## config.mk

```make
export PLATFORM = sky130hd
export DESIGN_NAME = wb_stream_writer_dma
export DESIGN_NICKNAME = d
export VERILOG_FILES = /design/src/rtl/wb_stream_pkg.sv /design/src/rtl/wb_stream_dma_adrgen.sv /design/src/rtl/wb_stream_writer_dma.sv
export SDC_FILE = /design/constraint.sdc
export NUM_CORES = 1
export LEC_CHECK = 0
export CAP_MARGIN = 20
export CORE_UTILIZATION = 30
export CTS_CLUSTER_SIZE = 8
export DETAILED_ROUTE_END_ITERATION = 6
export PLACE_DENSITY_LB_ADDON = 0.2
export SETUP_SLACK_MARGIN = 0.1
export SLEW_MARGIN = 40
export SYNTH_ARGS = -nofsm -noshare
export SYNTH_HDL_FRONTEND = slang
export SYNTH_SLANG_ARGS = --single-unit
```

## constraint.sdc

```tcl
create_clock -name wb_clk_i -period 7.8 [get_ports wb_clk_i]
set_input_delay 1.17 -clock wb_clk_i [delete_from_list [all_inputs] [get_ports wb_clk_i]]
set_output_delay 1.17 -clock wb_clk_i [all_outputs]
set_load 0.05 [all_outputs]
```

## src/rtl/wb_stream_pkg.sv

```systemverilog
// wb_stream_pkg: shared definitions for the Wishbone stream DMA engines
// (this writer and the future reader counterpart).
//   - Wishbone cycle-type (CTI) and burst-type (BTE) encodings
//   - dma_state_t: engine state enum, also exported on the debug port
package wb_stream_pkg;

  localparam logic [2:0] CTI_CLASSIC   = 3'b000;
  localparam logic [2:0] CTI_INC_BURST = 3'b010;
  localparam logic [2:0] CTI_EOB       = 3'b111;
  localparam logic [1:0] BTE_LINEAR    = 2'b00;

  typedef enum logic [1:0] {
    ST_IDLE       = 2'd0,
    ST_WAIT_SPACE = 2'd1,
    ST_BURST      = 2'd2
  } dma_state_t;

endpackage

```

## src/rtl/wb_stream_dma_adrgen.sv

```systemverilog
// wb_stream_dma_adrgen: buffer walker shared by the stream DMA engines.
// Holds the latched buffer base, word count and current word offset, plus
// the length and beat position of the burst in progress.
// Ports:
//   clk, rst      clock, synchronous active-high reset
//   load          latch start_adr/nw, offset <- 0 (engine leaving IDLE)
//   start_adr     buffer base (byte address)
//   nw            buffer length in words
//   bl            clamped burst length in beats
//   burst_start   latch the current burst length, beat <- 0
//   advance       one beat completed: offset/address/beat step by one
//   wrap          together with advance: offset/address return to start
//   adr           byte address of the current beat (registered)
//   len           length of the next burst: min(bl, nw - offset)
//   last_beat     current beat is the final beat of the burst
//   end_of_buf    current beat is the last word of the buffer
module wb_stream_dma_adrgen
  import wb_stream_pkg::*;
#(
  parameter int AW  = 32,
  parameter int BPW = 4
) (
  input  logic          clk,
  input  logic          rst,
  input  logic          load,
  input  logic [AW-1:0] start_adr,
  input  logic [AW-1:0] nw,
  input  logic [AW-1:0] bl,
  input  logic          burst_start,
  input  logic          advance,
  input  logic          wrap,
  output logic [AW-1:0] adr,
  output logic [AW-1:0] len,
  output logic          last_beat,
  output logic          end_of_buf
);

  localparam logic [AW-1:0] ONE = AW'(1);

  logic [AW-1:0] start_q;
  logic [AW-1:0] nw_q;
  logic [AW-1:0] offset_q;
  logic [AW-1:0] adr_q;
  logic [AW-1:0] len_q;
  logic [AW-1:0] beat_q;
  logic [AW-1:0] remaining;

  // Bursts are clamped so they never run past the buffer end.
  assign remaining  = nw_q - offset_q;
  assign len        = (bl < remaining) ? bl : remaining;
  assign adr        = adr_q;
  assign last_beat  = (beat_q == len_q - ONE);
  assign end_of_buf = (offset_q == nw_q - ONE);

  always_ff @(posedge clk) begin
    if (rst) begin
      start_q  <= '0;
      nw_q     <= '0;
      offset_q <= '0;
      adr_q    <= '0;
      len_q    <= '0;
      beat_q   <= '0;
    end else if (load) begin
      start_q  <= start_adr;
      nw_q     <= nw;
      offset_q <= '0;
      adr_q    <= start_adr;
      beat_q   <= '0;
    end else begin
      if (burst_start) begin
        len_q  <= len;
        beat_q <= '0;
      end
      if (advance) begin
        beat_q <= beat_q + ONE;
        if (wrap) begin
          offset_q <= '0;
          adr_q    <= start_q;
        end else begin
          offset_q <= offset_q + ONE;
          // Address arithmetic wraps modulo 2**AW by construction.
          adr_q    <= adr_q + AW'(BPW);
        end
      end
    end
  end

endmodule

```

## src/rtl/wb_stream_writer_dma.sv

```systemverilog
// wb_stream_writer_dma: Wishbone read-burst DMA that streams a circular or
// one-shot memory buffer into a downstream FIFO.
// Ports:
//   wb_clk_i, wb_rst_i      clock, synchronous active-high reset
//   wbm_*                   Wishbone master (read-only incrementing bursts)
//   fifo_d, fifo_wr         write port into the stream FIFO
//   fifo_cnt                current FIFO fill level
//   enable, continuous      run request / wrap-at-end mode
//   start_adr, buf_size     buffer base and length in bytes
//   burst_size              requested beats per burst
//   busy_o, done_o, err_o   status: not idle / one-shot pass done / bus error
//   dbg_state               current engine state
//
// Bus handshake: a beat is offered while cyc&stb are high and completes on
// the edge where the slave returns ack (data accepted), err (beat and burst
// abandoned, no FIFO write) or rty (nothing completes; the same beat is
// re-offered). err takes priority over ack, ack over rty-free waiting.
module wb_stream_writer_dma
  import wb_stream_pkg::*;
#(
  parameter int WB_AW         = 32,
  parameter int WB_DW         = 32,
  parameter int FIFO_AW       = 4,
  parameter int MAX_BURST_LEN = 16
) (
  input  logic               wb_clk_i,
  input  logic               wb_rst_i,
  output logic [WB_AW-1:0]   wbm_adr_o,
  output logic [WB_DW-1:0]   wbm_dat_o,
  output logic [WB_DW/8-1:0] wbm_sel_o,
  output logic               wbm_we_o,
  output logic               wbm_cyc_o,
  output logic               wbm_stb_o,
  output logic [2:0]         wbm_cti_o,
  output logic [1:0]         wbm_bte_o,
  input  logic [WB_DW-1:0]   wbm_dat_i,
  input  logic               wbm_ack_i,
  input  logic               wbm_err_i,
  input  logic               wbm_rty_i,
  output logic [WB_DW-1:0]   fifo_d,
  output logic               fifo_wr,
  input  logic [FIFO_AW:0]   fifo_cnt,
  input  logic               enable,
  input  logic               continuous,
  input  logic [WB_AW-1:0]   start_adr,
  input  logic [WB_AW-1:0]   buf_size,
  input  logic [WB_AW-1:0]   burst_size,
  output logic               busy_o,
  output logic               done_o,
  output logic               err_o,
  output logic [1:0]         dbg_state
);

  localparam int BPW = WB_DW / 8;
  localparam int BSH = $clog2(BPW);
  localparam int SW  = ((WB_AW > FIFO_AW) ? WB_AW : FIFO_AW) + 2;
  localparam logic [WB_AW-1:0] MAX_BL = WB_AW'(MAX_BURST_LEN);
  localparam logic [WB_AW-1:0] ONE    = WB_AW'(1);
  localparam logic [SW-1:0]    DEPTH  = SW'(2 ** FIFO_AW);

  dma_state_t       state;
  logic             cont_q;
  logic [WB_AW-1:0] bl_q;
  logic [WB_AW-1:0] bl_in;
  logic [WB_AW-1:0] nw_in;
  logic [WB_AW-1:0] burst_len;
  logic [SW-1:0]    space_need;
  logic             space_ok;
  logic             last_beat;
  logic             end_of_buf;
  logic             load;
  logic             burst_start;
  logic             beat_ok;
  logic             advance;
  logic             wrap;

  assign nw_in = buf_size >> BSH;
  assign bl_in = (burst_size == '0)    ? ONE    :
                 (burst_size > MAX_BL) ? MAX_BL : burst_size;

  // A write issued last cycle is not yet reflected in fifo_cnt, so it is
  // reserved explicitly alongside the burst being requested.
  assign space_need = SW'(fifo_cnt) + SW'(fifo_wr) + SW'(burst_len);
  assign space_ok   = (space_need <= DEPTH);

  assign beat_ok     = wbm_ack_i && !wbm_err_i && !wbm_rty_i;
  assign load        = (state == ST_IDLE) && enable;
  assign burst_start = (state == ST_WAIT_SPACE) && enable && space_ok;
  assign advance     = (state == ST_BURST) && beat_ok;
  assign wrap        = advance && last_beat && end_of_buf && cont_q;

  wb_stream_dma_adrgen #(
    .AW  (WB_AW),
    .BPW (BPW)
  ) u_adrgen (
    .clk         (wb_clk_i),
    .rst         (wb_rst_i),
    .load        (load),
    .start_adr   (start_adr),
    .nw          (nw_in),
    .bl          (bl_q),
    .burst_start (burst_start),
    .advance     (advance),
    .wrap        (wrap),
    .adr         (wbm_adr_o),
    .len         (burst_len),
    .last_beat   (last_beat),
    .end_of_buf  (end_of_buf)
  );

  assign wbm_dat_o = '0;
  assign wbm_we_o  = 1'b0;
  assign wbm_bte_o = BTE_LINEAR;
  assign dbg_state = state;

  // cyc is high exactly while in BURST, so the state decode alone tells
  // whether a cycle type is being presented.
  assign wbm_cti_o = (state != ST_BURST) ? CTI_CLASSIC :
                     (last_beat ? CTI_EOB : CTI_INC_BURST);

  always_ff @(posedge wb_clk_i) begin
    if (wb_rst_i) begin
      state     <= ST_IDLE;
      cont_q    <= 1'b0;
      bl_q      <= '0;
      wbm_cyc_o <= 1'b0;
      wbm_stb_o <= 1'b0;
      wbm_sel_o <= '0;
      fifo_d    <= '0;
      fifo_wr   <= 1'b0;
      busy_o    <= 1'b0;
      done_o    <= 1'b0;
      err_o     <= 1'b0;
    end else begin
      fifo_wr <= 1'b0;
      done_o  <= 1'b0;
      case (state)
        ST_IDLE: begin
          if (enable) begin
            state  <= ST_WAIT_SPACE;
            busy_o <= 1'b1;
            err_o  <= 1'b0;
            cont_q <= continuous;
            bl_q   <= bl_in;
          end
        end
        ST_WAIT_SPACE: begin
          if (!enable) begin
            state  <= ST_IDLE;
            busy_o <= 1'b0;
          end else if (space_ok) begin
            state     <= ST_BURST;
            wbm_cyc_o <= 1'b1;
            wbm_stb_o <= 1'b1;
            wbm_sel_o <= '1;
          end
        end
        ST_BURST: begin
          if (wbm_err_i) begin
            state     <= ST_IDLE;
            wbm_cyc_o <= 1'b0;
            wbm_stb_o <= 1'b0;
            wbm_sel_o <= '0;
            busy_o    <= 1'b0;
            err_o     <= 1'b1;
          end else if (beat_ok) begin
            fifo_wr <= 1'b1;
            fifo_d  <= wbm_dat_i;
            if (last_beat) begin
              wbm_cyc_o <= 1'b0;
              wbm_stb_o <= 1'b0;
              wbm_sel_o <= '0;
              if (end_of_buf && !cont_q) begin
                state  <= ST_IDLE;
                busy_o <= 1'b0;
                done_o <= 1'b1;
              end else if (enable) begin
                state <= ST_WAIT_SPACE;
              end else begin
                state  <= ST_IDLE;
                busy_o <= 1'b0;
              end
            end
          end
        end
        default: begin
          state  <= ST_IDLE;
          busy_o <= 1'b0;
        end
      endcase
    end
  end

endmodule
```

== Yosys cells after proc, flatten, opt, wreduce, memory -nomap -nowiden ==
Index checks and enable logic that the tools add are counted.
Widths: inputs -> output; s select.

* Mux-type cells: 44
* Reductions and logical operators: 29
* Bitwise gates (word level): 5
* $add $sub $neg: 8
* $lt $le $gt $ge: 3
* Equal/unequal tests: 12

{| class="wikitable"
|+ Operators with widths
! operator !! count
|-
| $mux 32 || 9
|-
| $add 32x1->32 const B || 2
|-
| $eq 32x32->1 || 2
|-
| $add 6x32->33 || 1
|-
| $le 33x5->1 const B || 1
|-
| $add 32x3->32 const B || 1
|-
| $gt 32x5->1 const B || 1
|-
| $logic_not 32->1 || 1
|-
| $lt 32x32->1 || 1
|-
| $sub 30x32->32 || 1
|-
| $sub 32x1->32 const B || 1
|-
| $sub 30x1->31 const B || 1
|-
| $mux 4 || 5
|-
| $mux 1 || 17
|-
| $mux 2 || 6
|-
| $logic_and 1x1->1 || 10
|-
| $ne 2x2->1 const B || 5
|-
| $ne 3x3->1 const B || 3
|-
| $reduce_and 3->1 || 3
|-
| $pmux 4 s2 || 1
|-
| $reduce_bool 2->1 || 4
|-
| $add 5x1->6 || 1
|-
| $mux 3 || 2
|-
| $pmux 2 s3 || 1
|-
| 13 further kinds || 21
|}

* Output and inout bits: 114
* Word-level logic and storage cells: 117
* Register bits after elaboration: 266
* Input port bits: 140

== Depth between registers and ports, before layout ==
* Depth in word-level cells: 10
* Mapped depth: 40
* Depth with buffers taken out: 35

== Cells and area by module ==
Synthesis repeated with hierarchy kept, for this count alone.

* Cells, all modules: 2232
* Area total of the unflattened synthesis: 17200.2 sq um

{| class="wikitable"
|+ By module, submodules not included
! module !! area an instance (sq um) !! sequential area each (sq um) !! cells an instance !! instances
|-
| wb_stream_dma_adrgen || 13482.9 || 3843.7 || 1776 || 1
|-
| wb_stream_writer_dma || 3717.3 || 1441.4 || 456 || 1
|}

== Least setup slack after synthesis ==
Ideal clock, no wire load.

* Path type: register to register
* From: reg u_adrgen.offset_q[19]
* To: reg u_adrgen.beat_q[19]
* Path buffers: 7
* Setup time: 0.116 ns
* Slack: -0.704 ns
* Clock period less this slack: 8.504 ns
* Required time: 7.684 ns
* Stages on the path, launching flop included: 40
* Data arrival time: 8.388 ns
* Cells stage by stage: dfxtp_1 clkbuf_1 inv_1 ha_1 clkbuf_1 a21oi_1 o211ai_1 a21boi_0 o311ai_1 a21boi_0 o21ai_0 a21oi_1 xnor2_1 ha_1 nand4_1 nor4_1 o31ai_2 nand2_1 [... 4 more ...] fa_1 inv_1 fa_1 nor2b_1 o21ai_0 a21boi_0 nor2_1 nor4b_1 a21o_1 and4_4 xnor2_1 or4_1 or4b_1 buf_2 or2_1 buf_4 buf_6 a31o_1

* Cells in the longest elaborated chain, start to end: 7

{| class="wikitable"
|+ Ends and longest elaborated chain
! item !! RTL line !! RTL
|-
| start, declared || wb_stream_dma_adrgen.sv:42 || <nowiki>logic [AW-1:0] offset_q;</nowiki>
|-
| start signal, assigned || wb_stream_dma_adrgen.sv:80 || <nowiki>offset_q <= offset_q + ONE;</nowiki>
|-
| $sub 30x32->32 || wb_stream_dma_adrgen.sv:49 || <nowiki>assign remaining = nw_q - offset_q;</nowiki>
|-
| $lt 32x32->1 || wb_stream_dma_adrgen.sv:50 || <nowiki>assign len = (bl < remaining) ? bl : remaining;</nowiki>
|-
| $mux 32 || wb_stream_dma_adrgen.sv:50 ||
|-
| net burst_len[0] || wb_stream_writer_dma.sv:66 || <nowiki>logic [WB_AW-1:0] burst_len;</nowiki>
|-
| $add 6x32->33 || wb_stream_writer_dma.sv:83 || <nowiki>assign space_need = SW'(fifo_cnt) + SW'(fifo_wr) + SW'(burst_len);</nowiki>
|-
| $le 33x5->1 || wb_stream_writer_dma.sv:84 || <nowiki>assign space_ok = (space_need <= DEPTH);</nowiki>
|-
| $logic_and 1x1->1 || wb_stream_writer_dma.sv:88 || <nowiki>assign burst_start = (state == ST_WAIT_SPACE) && enable && space_ok;</nowiki>
|-
| $reduce_bool 2->1 (no source line) || -- ||
|-
| end signal, assigned || wb_stream_dma_adrgen.sv:75 || <nowiki>beat_q <= beat_q + ONE;</nowiki>
|-
| end, declared || wb_stream_dma_adrgen.sv:45 || <nowiki>logic [AW-1:0] beat_q;</nowiki>
|}

The timed path passes the listed nets, and every way through them passes these cells.
A chain may end at the register's enable or synchronous reset.

== Worst setup path in the final report ==
* From: reg u_adrgen.nw_q[0]
* To: reg u_adrgen.len_q[11]

* Cells in the longest elaborated chain, start to end: 7

{| class="wikitable"
|+ Ends and longest elaborated chain
! item !! RTL line !! RTL
|-
| start, declared || wb_stream_dma_adrgen.sv:41 || <nowiki>logic [AW-1:0] nw_q;</nowiki>
|-
| start signal, assigned || wb_stream_dma_adrgen.sv:65 || <nowiki>nw_q <= nw;</nowiki>
|-
| $sub 30x32->32 * || wb_stream_dma_adrgen.sv:49 ||
|-
| $lt 32x32->1 || wb_stream_dma_adrgen.sv:50 ||
|-
| $mux 32 * || wb_stream_dma_adrgen.sv:50 ||
|-
| net burst_len[4] || wb_stream_writer_dma.sv:66 ||
|-
| $add 6x32->33 * || wb_stream_writer_dma.sv:83 ||
|-
| $le 33x5->1 * || wb_stream_writer_dma.sv:84 ||
|-
| $logic_and 1x1->1 * || wb_stream_writer_dma.sv:88 ||
|-
| $reduce_and 2->1 (no source line) * || -- ||
|-
| end signal, assigned || wb_stream_dma_adrgen.sv:71 || <nowiki>len_q <= len;</nowiki>
|-
| end, declared || wb_stream_dma_adrgen.sv:44 || <nowiki>logic [AW-1:0] len_q;</nowiki>
|}

Mark *: on every way through the listed nets, which the timed path passes. The rest lies on a longest branch.

==> impl_metrics.csv <==
group,metric,value,unit
floorplanning,die_x,242,µm
sta,finClkSkew,0.0346,ns
cts,clockRootBuffer,"clkbuf_16",
grt,grt.overflow.total,0,
detailed_routing,drt-initial-drc-count,936,
grt,grt_pass1_wl,90.8,mm
detailed_routing,first_pass_iters,5,
floorplanning,fp.dieArea,58800,µm²
floorplanning,start_util,30.6,%
place,dp_slack,-0.0357,ns
worst_setup_path,end_kind,"register",
floorplanning,core-area,56700,µm²
cts,cts_buffer_depth,3,
worst_setup_path,slowest_stage,"or4_4",
sta,maxSlewHeadroom,46.5,%
outcome,outcome,"finished, final reports clean",
finish,stdcell_count,3354,
place,placed_cells,3282,
cts,numCtsBuffers,39,
grt,grt_use_met2,31.7,%
grt,grt_max_degree,82,
sta,setup_ws,0.138,ns
finish,fin_nets,2805,
grt,use_met1,23.7,%
cts,hold_buffers,0,
worst_setup_path,critPathMaxStageDelay,0.56,ns
grt,busiest_layer,"met2",
finish,synthToLayoutAreaGrowth,30.1,%
place,port_buffers,216,
synthesis,yosysUniqueCellTypes,94,
sta,fin_crit,7.66,ns
synthesis,yosys_warnings,0,
detailed_routing,wire_per_inst,17.3,µm
synthesis,syn_inst,2323,
sta,hold_viol,0,
grt,grt_usage,18.8,%
sta,rsz0062_at_grt,"true",
worst_setup_path,crit_type,"register to register",
cts,cts.sink_count,262,
cts,clkTransAtPathRegs,0.05,ns
floorplanning,die_h,242,µm
sta,fin_crit_sh,98.2,%
worst_setup_path,required,8.23,ns
grt,grt_antenna_before_repair,2,
synthesis,synth_edf_count,0,
synthesis,synth.cell_area,17300,µm²
grt,globalRouteMet3Util,4.54,%
synthesis,synth_top_cell_by_area,"dfxtp_1",
floorplanning,ioPinCount,254,
detailed_routing,drc_errors,0,
worst_setup_path,startpoint_type,"register",
cts,clk_latency,0.57,ns
place,gp_congestion,0.872,
detailed_routing,final_antenna_net_count,0,
run,maxCapViolations,0,
detailed_routing,wirelength,57.9,mm
min_path,hp-class,"register to register",
sta,final_max_slew_viol_count,0,
power_and_ir_drop,power_density,177,nW/µm²
synthesis,async_reset_ff_share,0,%
synthesis,ys_seq_area_share,30.2,%
finish,nFillCells,5799,
worst_setup_path,cp.arrival,8.09,ns
synthesis,synth.area.top_cells,"dfxtp_1, nand2_1, a21oi_1",
power_and_ir_drop,leakagePower,8.76,nW
detailed_routing,vias_per_cell,5.30,
place,dp_hpwl,41.9,mm
floorplanning,rows,87,
finish,drive_above_1_share,12.4,%
synthesis,ys.flop_type,"dfxtp_1",
synthesis,synth_seq_cells,262,
sta,finalSetupViolCount,0,
cts,cts_tree,"done",
cts,htreeDepth,2,
sta,max_freq,131,MHz
synthesis,synth_top_area_share,30.2,%
power_and_ir_drop,ir_drop,0.153,mV
grt,first_global_vias,17000,
detailed_routing,vias,17800,
worst_setup_path,worst-path-max-fanout,9,
sta,tightestPinTransition,0.798,ns
synthesis,synth_area_per_cell,7.47,µm²
per-layer routing:
metal | part of all wire [%] | wire length (µm)
met5 | 0.022 | 13
met4 | 2.4 | 1400
met3 | 6.8 | 3940
met2 | 47 | 27100
met1 | 44 | 25400
metrics by stage:
step | cell area (µm²) | hold WS [ns] | util, % | TNS [ns] | power, W
after floorplan | 17600 | 0.434 | - | 0 | 0.00203
after global placement | 20800 | 0.441 | 36.7 | 0 | 0.00233
after detailed placement | 20800 | 0.447 | 36.7 | -0.0445 | 0.00235
after CTS | 22000 | 0.454 | 38.9 | 0 | 0.00398
after global routing | 22600 | 0.471 | 39.8 | -7.04 | 0.00417
final | 22600 | 0.451 | 39.8 | 0 | 0.00398
flip-flops by register name, indices dropped and copies added, names as in the netlist, 2 cells and up:
| signal | count |
|---|---|
| u_adrgen.len_q | 32 |
| u_adrgen.offset_q | 32 |
| dbg_state | 2 |
| bl_q | 32 |
| u_adrgen.nw_q | 30 |
| u_adrgen.start_q | 32 |
| u_adrgen.adr | 32 |
| fifo_d | 32 |
| u_adrgen.beat_q | 32 |
final cells by class:
| class | instances | area [µm²] | area share [%] |
|---|---|---|---|
| Antenna cell | 1 | 2.50 | 0.0111 |
| Clock buffer | 43 | 1010 | 4.48 |
| Clock inverter | 3 | 90.1 | 0.399 |
| Inverter | 80 | 300 | 1.33 |
| Multi-Input combinational cell | 1845 | 11600 | 51.4 |
| Sequential cell | 262 | 5250 | 23.3 |
| Tap cell | 756 | 946 | 4.19 |
| Timing Repair Buffer | 364 | 3370 | 14.9 |
critical path, delay by kind of cell, from the launching register on:
family	cells	cell delay (ns)
flip-flops	1	0.32
buffers and inverters	8	1.01
AND/OR/NAND/NOR	12	2.77
adder cells (fa/ha/maj)	4	1.19
AO/OA/AOI/OAI	8	1.94
XOR/XNOR	2	0.28
final timing paths:
check	from	endpoint	cells past startpoint	slack, ns
max	u_adrgen.nw_q[0]	u_adrgen.len_q[11]	34	0.14
min reg2reg	fifo_d[17]	fifo_d[17]	2	0.45
max reg2reg	u_adrgen.nw_q[0]	u_adrgen.len_q[11]	34	0.14
min	fifo_d[17]	fifo_d[17]	2	0.45
placed cells by master (no fill, tap or decap), drive strengths merged, types with 34 or more instances in the layout:
cell           instances
xnor2                 99
nor2                 146
xor2                  56
o21ai                 89
buf                  146
ha                    70
and3                  92
clkdlybuf4s50        215
nor4                  34
clkbuf                46
conb                  35
dfxtp                262
nand2                415
a31oi                 54
nand3                 85
inv                   79
nor3                  59
nand4                 54
o211ai                52
a21oi                194
Yosys cell counts (7+ instances only):
library cell,count
ha_1,70
a211oi_1,17
nand2b_1,9
and2_1,13
dfxtp_1,262
clkbuf_1,92
o211ai_1,51
a21o_1,12
nand2_1,415
nor2_1,145
mux2_2,8
nor2b_1,12
buf_2,19
and3_1,92
or4_1,12
mux2i_1,12
nand4_1,54
a21oi_1,192
nor4b_1,7
nor4_1,32
inv_1,79
or3_1,18
nand3_1,85
nor3_1,59
xnor2_1,99
a211o_1,7
o31ai_1,9
buf_4,45
buf_1,12
o21a_1,15
and4_1,19
o21ai_0,67
o21ai_1,21
xor2_1,56
a31oi_1,54
o22ai_1,14
power breakdown:
| group | internal [W] | switching [W] | total [W] |
|---|---|---|---|
| clock network | 0.000946 | 0.000651 | 0.00160 |
| registers | 0.00137 | 0.0000366 | 0.00141 |
| logic | 0.000400 | 0.000576 | 0.000976 |
| total | 0.00272 | 0.00126 | 0.00398 |
logic make-up (layout without fill, tap and decap cells):
| logic type | count (synthesis) | count (layout) | synth area share, % |
|---|---|---|---|
| xor+xnor | 155 | 155 | 7.83 |
| other cells | 1 | 36 | 0.0216 |
| buf+inv | 250 | 490 | 6.61 |
| flops | 262 | 262 | 30.2 |
| simple gates | 1003 | 1003 | 28.0 |
| fa+ha+maj | 74 | 74 | 5.45 |
| mux | 20 | 20 | 1.21 |
| compound gates | 558 | 558 | 20.7 |
what timing repair did:
action                                  CTS  global route
gates cloned                              0             4
endpoints found under the setup margin   63            67
pin swaps                                10            48
resized for setup                        12            80
setup buffers                             9            13
Note: power is estimated with default switching activity, not from simulation.
